**src/rtl/serial_tx.sv**
```systemverilog
// serial_tx: asynchronous-style serial transmitter (UART framing).
//
// Frames one DATA_BITS payload as: start bit (0), data bits LSB first,
// optional even-parity bit, STOP_BITS stop bits (1). Bit timing comes from
// Div_clk, a free-running square wave whose period is one bit time. Div_clk
// is resynchronised into the Clk_in domain and its rising edge becomes a
// single-cycle tick that advances the frame by one bit.
//
// Parameters
//   DATA_BITS  payload width, 5..9
//   PARITY_EN  1 inserts an even-parity bit after the data bits
//   STOP_BITS  number of stop bits, 1 or 2
//
// Ports
//   Clk_in     system clock, all flops on its rising edge
//   reset      synchronous reset, active-high
//   Div_clk    bit-rate square wave from the clock divider
//   tx_data    frame payload, captured only when a request is accepted
//   tx_start   request to send tx_data
//   tx_ready   registered, high only while idle and able to accept
//   tx_serial  serial line, idles high
//   tx_done    one-cycle pulse in the first idle cycle after a frame
module serial_tx #(
  parameter int DATA_BITS = 8,
  parameter int PARITY_EN = 0,
  parameter int STOP_BITS = 1
) (
  input  logic                 Clk_in,
  input  logic                 reset,
  input  logic                 Div_clk,
  input  logic [DATA_BITS-1:0] tx_data,
  input  logic                 tx_start,
  output logic                 tx_ready,
  output logic                 tx_serial,
  output logic                 tx_done
);

  localparam int IDX_W = (DATA_BITS > 1) ? $clog2(DATA_BITS) : 1;
  localparam logic [IDX_W-1:0] LAST_IDX  = IDX_W'(DATA_BITS - 1);
  localparam logic             LAST_STOP = 1'(STOP_BITS - 1);

  localparam logic [2:0] S_IDLE   = 3'd0;
  localparam logic [2:0] S_ARM    = 3'd1;
  localparam logic [2:0] S_START  = 3'd2;
  localparam logic [2:0] S_DATA   = 3'd3;
  localparam logic [2:0] S_PARITY = 3'd4;
  localparam logic [2:0] S_STOP   = 3'd5;

  function automatic logic even_parity(input logic [DATA_BITS-1:0] d);
    return ^d;
  endfunction

  logic                 sync1, sync2, prev;
  logic                 tick;
  logic [2:0]           state;
  logic [IDX_W-1:0]     bit_idx;
  logic                 stop_cnt;
  logic [DATA_BITS-1:0] shreg;
  logic                 par_bit;
  logic                 accept;
  logic                 shift_en;

  // Div_clk synchroniser and rising-edge detect
  assign tick = sync2 & ~prev;

  // tx_ready mirrors state == S_IDLE, so it doubles as the idle qualifier
  assign accept   = tx_ready & tx_start;
  // The line bit is always shreg[0]; it shifts at each tick that emits a data bit
  assign shift_en = tick & ((state == S_START) |
                            ((state == S_DATA) & (bit_idx != LAST_IDX)));

  // Frame control
  always_ff @(posedge Clk_in) begin
    if (reset) begin
      sync1     <= 1'b0;
      sync2     <= 1'b0;
      prev      <= 1'b0;
      state     <= S_IDLE;
      tx_serial <= 1'b1;
      tx_ready  <= 1'b1;
      tx_done   <= 1'b0;
      bit_idx   <= '0;
      stop_cnt  <= 1'b0;
    end else begin
      sync1   <= Div_clk;
      sync2   <= sync1;
      prev    <= sync2;
      tx_done <= 1'b0;
      case (state)
        S_IDLE: begin
          // A tick in the accept cycle is deliberately ignored: ARM waits
          // for the next one so the start bit is a full bit time long.
          if (accept) begin
            state    <= S_ARM;
            tx_ready <= 1'b0;
          end
        end
        S_ARM: begin
          if (tick) begin
            state     <= S_START;
            tx_serial <= 1'b0;
          end
        end
        S_START: begin
          if (tick) begin
            state     <= S_DATA;
            tx_serial <= shreg[0];
            bit_idx   <= '0;
          end
        end
        S_DATA: begin
          if (tick) begin
            if (bit_idx == LAST_IDX) begin
              bit_idx <= '0;
              if (PARITY_EN != 0) begin
                state     <= S_PARITY;
                tx_serial <= par_bit;
              end else begin
                state     <= S_STOP;
                tx_serial <= 1'b1;
                stop_cnt  <= 1'b0;
              end
            end else begin
              bit_idx   <= bit_idx + 1'b1;
              tx_serial <= shreg[0];
            end
          end
        end
        S_PARITY: begin
          if (tick) begin
            state     <= S_STOP;
            tx_serial <= 1'b1;
            stop_cnt  <= 1'b0;
          end
        end
        S_STOP: begin
          if (tick) begin
            if (stop_cnt == LAST_STOP) begin
              state    <= S_IDLE;
              tx_ready <= 1'b1;
              tx_done  <= 1'b1;
              stop_cnt <= 1'b0;
            end else begin
              stop_cnt <= stop_cnt + 1'b1;
            end
          end
        end
        default: begin
          state     <= S_IDLE;
          tx_ready  <= 1'b1;
          tx_serial <= 1'b1;
        end
      endcase
    end
  end

  // Payload shift register and parity, loaded only on acceptance
  always_ff @(posedge Clk_in) begin
    if (accept) begin
      shreg   <= tx_data;
      par_bit <= even_parity(tx_data);
    end else if (shift_en) begin
      shreg   <= shreg >> 1;
    end
  end

endmodule

```
**config.mk**
```make
export PLATFORM = sky130hd
export DESIGN_NAME = serial_tx
export DESIGN_NICKNAME = d
export VERILOG_FILES = /design/src/rtl/serial_tx.sv
export SDC_FILE = /design/constraint.sdc
export NUM_CORES = 1
export LEC_CHECK = 0
export ABC_AREA = 1
export BUFFER_PORTS_ARGS = -buffer_cell sky130_fd_sc_hd__buf_2
export CAP_MARGIN = 20
export CORE_MARGIN = 5
export CORE_UTILIZATION = 45
export DETAILED_ROUTE_END_ITERATION = 6
export GPL_ROUTABILITY_DRIVEN = 0
export PLACE_DENSITY = 0.66
export SKIP_LAST_GASP = 1
export SLEW_MARGIN = 25
export SYNTH_ARGS = -nofsm -noshare
export SYNTH_HDL_FRONTEND = slang
export SYNTH_SLANG_ARGS = --single-unit
export TNS_END_PERCENT = 5
```
**constraint.sdc**
```tcl
create_clock -name Clk_in -period 2.2 [get_ports Clk_in]
set_input_delay 0.22 -clock Clk_in [delete_from_list [all_inputs] [get_ports Clk_in]]
set_output_delay 0.22 -clock Clk_in [all_outputs]
set_load 0.01 [all_outputs]
```
==> results.cfg, run 1 <==
[run_status]
status = complete, no violations

[critical_path]
path_cells = ha_1 -> ha_1 -> nand2_1 -> inv_1 -> o21ai_0 -> buf_4
timing.rr.start = bit_idx[0]
crit_required_ps = 2210
cp_common_cell = ha_1
crit_buf_inv = 2
critical_path_class = reg -> reg
cp-end-kind = flip-flop
slowest_delay_ps = 350
cp.arrival_ps = 1520
setup.worst_path.start = bit_idx[0]
critical-path-top-delay-family = adder cells
startpoint_type = flip-flop
path_max_fanout = 8
worst_path_max_delay_cell = dfxtp_1

[drt]
vias_per_cell = 4.83
drtIter0Drc = 16
route.vias.total = 816
ant_nets = 0
dr.pass1.iters = 4
wl_per_cell_um = 10.7
drc_errors = 0
wl_um = 1800

[cts]
clk_latency_ps = 300
clock_sinks = 20
clk_pin_slew_ps = 120
cts_resized = 0
cts_hold_buf = 0
cts_tree = done
cts.htree.levels = 1
numCtsBuffers = 3
clk_path_buf_depth = 2
clockRootBuffer = clkbuf_4
postCtsSetupBuffers = 0

[layout]
layout.nets = 157
multi_input_area_um2 = 398
fin_util_pct = 54.1
diodes = 0
filler_cell_count = 211
drive_gt1_share_pct = 19.0
syn_to_final_growth_pct = 12.8
seq_area_um2 = 480
fin_area_mm2 = 0.00108

[logic_synthesis]
yosys_register_bits = 20
synthFlopType = dfxtp_1
syn_avg_cell_area_um2 = 7.69
ys_warn_count = 0
yosysTopAreaCellShare_pct = 25.0
synth-edff-count = 8
synth_most_common_cell = nand2_1
synth_commonest_cells = nand2_1 (38), nor2_1 (16), inv_1 (14)
yosysTopAreaCell = dfxtp_1
syn_area_um2 = 961
synth_cell_type_count = 20
syn_nets = 139
yosysSeqAreaShare_pct = 50.0
syn_inst = 125
synth_area_leaders = dfxtp_1 (25%), edfxtp_1 (25%), nand2_1 (15%)
async_flop_share_pct = 0

[timing]
slew_headroom_pct = 74.2
setup_viol = 0
skew_ps = 13.5
rsz0062_at_grt = false
slew_violations = 0
finalCritPeriodShare_pct = 68.4
tightestPinTransition_ps = 387
finalCriticalPeriod_ps = 1510
hold_viol_final = 0
setup_ws_ps = 695
finalSetupTns_ps = 0
max_freq_mhz = 664

[pwr]
leakagePower_uw = 0.000554
vdd_drop_max_uv = 552
power.density_mw_per_mm2 = 1180

[placed_design]
dpl.hpwl_um = 1340
dpl_worst_slack_ps = 746
placed_area_mm2 = 0.00106
io_buffers = 14

[die]
die_height_um = 56.2
chipWidth_um = 56.2
ios = 15
initial_core_util_pct = 48.0
die_area_mm2 = 0.00316
core-area_mm2 = 0.00200
num_rows = 16

[global_route]
grt_first_pass_wirelength_um = 3220
grt_overflow = 0
antenna_found_initial = 0
grt.total_usage_pct = 12.8
grt_max_degree = 12
grt_pass1_vias = 767

[min_path]
hold_class = in -> reg
holdCritStartpoint = Div_clk

[run]
drv_cap = 0
[worst min-delay path: stages]
cell and delay [ps]:
buf_2 100, inv_1 40, nor2_1 30
[state kept, by name, indices dropped and copies added, names as in the netlist]
name / flops
sync1: 1
sync2: 1
tx_done: 1
bit_idx: 3
state: 3
shreg: 8
prev: 1
tx_serial: 1
tx_ready: 1
[cell families after synthesis]
family / Yosys count / share of synthesized area (%)
simple gates: 73 / 33.6
buf+inv: 20 / 8.59
flops: 20 / 50.0
compound gates: 10 / 5.21
fa+ha+maj: 2 / 2.60
[cells in the final DEF (no fill, tap or decap)]
cell | Yosys | final
nor2_1 | 16 | 16
ha_1 | 2 | 2
a21oi_1 | 4 | 4
edfxtp_1 | 8 | 8
nor2_2 | 1 | 1
nand3_2 | 1 | 1
inv_1 | 14 | 14
o21ai_0 | 6 | 6
nor2_4 | 2 | 2
nand2_2 | 2 | 2
nand4_1 | 1 | 1
buf_4 | 0 | 1
nand3b_1 | 1 | 1
dfxtp_1 | 12 | 12
clkinv_1 | 1 | 2
clkbuf_4 | 0 | 3
inv_2 | 3 | 3
nand3_1 | 10 | 10
buf_2 | 0 | 14
nand2_1 | 38 | 38
nor3_1 | 1 | 1
[power breakdown]
group | internal (µW) | switching, µW
clock network | 66.0 | 113
logic | 191 | 333
registers | 494 | 77.3
total | 751 | 523
[cell type report]
cell class	instances	share of cell area [%]
Multi-Input combinational cell	85	36.7
Timing Repair Buffer	15	7.16
Inverter	18	6.24
Sequential cell	20	44.3
Clock inverter	1	0.346
Clock buffer	3	2.08
Tap cell	27	3.12
[through the flow]
| stage | total power [µW] | instances | hold WS [ps] |
|---|---|---|---|
| 2_1_floorplan | 989 | 125 | 289 |
| 3_3_place_gp | 1090 | 165 | 391 |
| 3_5_place_dp | 1100 | 165 | 409 |
| 4_1_cts | 1280 | 169 | 127 |
| 5_1_grt | 1390 | 169 | 114 |
| 6_report | 1270 | 169 | 135 |
[path summary, 6_finish.rpt]
| check | to | slack, ps | cells past startpoint |
|---|---|---|---|
| max | shreg[5] | 690 | 6 |
| min | sync1 | 130 | 3 |
| max reg2reg | shreg[5] | 690 | 6 |
| min reg2reg | sync2 | 420 | 2 |
[layer usage]
| metal | global-route usage [%] | part of all wire, % |
|---|---|---|
| met1 | 16.9 | 49 |
| met2 | 20.2 | 46 |
| met3 | 2.09 | 4.2 |
| met4 | 6.10 | 0.83 |
| met5 | 0 | 0 |
Power figures use the tool's default switching activity.
==> run 2, diff against run 1 <==
clock period = 1.5 ns   (was 2.2 ns; I/O delays follow)
==> run 2 against run 1 <==
Global-route usage fell by 1.0 points. Clock skew fell by 5.0 ps. First-iteration DRC count fell by 31%. Setup slack got worse by 610 ps. Clock-buffer cell count did not move. Critical path depth did not move. Combinational power rose by 55%. Cell count rose by 1.2%. Sequential share of layout area fell by 0.76 points. Sequential power rose by 45%. Clock power rose by 40%. Critical path type unchanged. Highest routed layer unchanged.
==> results.cfg, run 2 (synthesis results as in run 1) <==
[global_route]
antenna_found_initial = 0
grt_pass1_vias = 700
grt_overflow = 0
grt_first_pass_wirelength_um = 2930
grt_max_degree = 12
grt.total_usage_pct = 11.8

[critical_path]
regToRegSetupSlack_ps = 90
cp_common_cell = ha_1
startpoint_type = flip-flop
critical_path_class = reg -> reg
path_cells = ha_1 -> ha_1 -> nand2_1 -> inv_1 -> o21ai_2 -> buf_4
worst_path_max_delay_cell = dfxtp_1
crit_required_ps = 1520
slowest_delay_ps = 340
cp-end-kind = flip-flop
cp.arrival_ps = 1430
path_max_fanout = 8

[layout]
regMostFlops = shreg
final_cell_mix = nand2_1 (38), nor2_1 (16), inv_1 (14), buf_2 (14), dfxtp_1 (12)
seq_area_um2 = 480
diodes = 0
instances_no_fill = 171
filler_cell_count = 202
largest_register_ffs = 8
syn_to_final_growth_pct = 14.7
fin_util_pct = 55.1
largestRegisters = shreg x8, bit_idx x3, state x3
multi_input_area_um2 = 402
drive_gt1_share_pct = 20.8
final_common_cell = nand2_1
layout.nets = 159

[timing]
tightestPinTransition_ps = 315
slew_violations = 0
hold_viol_final = 0
setup_viol = 0
max_freq_mhz = 709
finalCriticalPeriod_ps = 1410
timing.hold.ws_ps = 58.0
slew_headroom_pct = 79.0
rsz0062_at_grt = false
finalCritPeriodShare_pct = 94.1
skew_ps = 8.51
finalSetupTns_ps = 0

[cts]
cts.htree.levels = 1
numCtsBuffers = 3
postCtsSetupBuffers = 0
clk_pin_slew_ps = 110
clk_path_buf_depth = 2
cts_tree = done
cts_resized = 0
clock_sinks = 20
clockRootBuffer = clkbuf_4
clk_latency_ps = 300
cts_hold_buf = 0

[die]
die_height_um = 56.2
num_rows = 16
core-area_mm2 = 0.00200
initial_core_util_pct = 48.0
chipWidth_um = 56.2
die_area_mm2 = 0.00316
ios = 15

[drt]
dr.pass1.iters = 4
vias_per_cell = 4.75
route.vias.total = 812
drtIter0Drc = 11
wl_um = 1760
drc_errors = 0
wl_per_cell_um = 10.3
ant_nets = 0

[placed_design]
dp.cells = 167
io_buffers = 14
dpl.hpwl_um = 1390

[run]
drv_cap = 0

[run_status]
status = complete, no violations

[min_path]
hold_class = in -> reg

[pwr]
leakagePower_uw = 0.000565
vdd_drop_max_uv = 894
power.density_mw_per_mm2 = 1710
fin_total_pwr_uw = 1890
run 2: cell types whose count changed in the layout (fill, tap and decap cells not counted), sizes merged:
| cell | before | now |
|---|---|---|
| buf | 15 | 17 |
run 2: area by class of cell:
cell class | instances | share of cell area [%]
Clock buffer | 3 | 2.04
Timing Repair Buffer | 17 | 8.40
Tap cell | 27 | 3.06
Inverter | 18 | 6.13
Sequential cell | 20 | 43.6
Multi-Input combinational cell | 85 | 36.4
Clock inverter | 1 | 0.341
run 2: power by group:
group	switching [µW]	internal, µW	leakage, µW	total, µW
sequential	103	725	0.000176	828
clock	154	96.8	0.0000154	251
combinational	506	304	0.000373	810
total	763	1130	0.000565	1890
run 2: through the flow:
stage          instance area (µm²)  setup slack, ps
6_report                      1100             89.2
3_3_place_gp                  1080              114
3_5_place_dp                  1080             86.0
5_1_grt                       1100             30.2
2_1_floorplan                  965             86.9
4_1_cts                       1100             72.1
run 2: worst max-delay path, delay by kind of cell, from the launching register on:
family                   cells  cell delay, ps
buffers and inverters        2             230
adder cells (fa/ha/maj)      2             390
AND/OR/NAND/NOR              1              70
flip-flops                   1             340
AO/OA/AOI/OAI                1             120
run 2: worst paths after layout:
kind                            startpoint  endpoint  depth (start not counted)
worst max-delay path            bit_idx[0]  shreg[3]                          6
worst min-delay path               Div_clk     sync1                          3
worst max register to register  bit_idx[0]  shreg[3]                          6
worst min register to register       sync1     sync2                          2
run 2: layer usage:
metal	vias up	global-route usage, %	share of wire, %
li1	434	-	-
met1	372	14.8	48
met2	4	18.5	49
met3	2	2.78	2.0
met4	0	6.10	0.68
met5	-	0	0
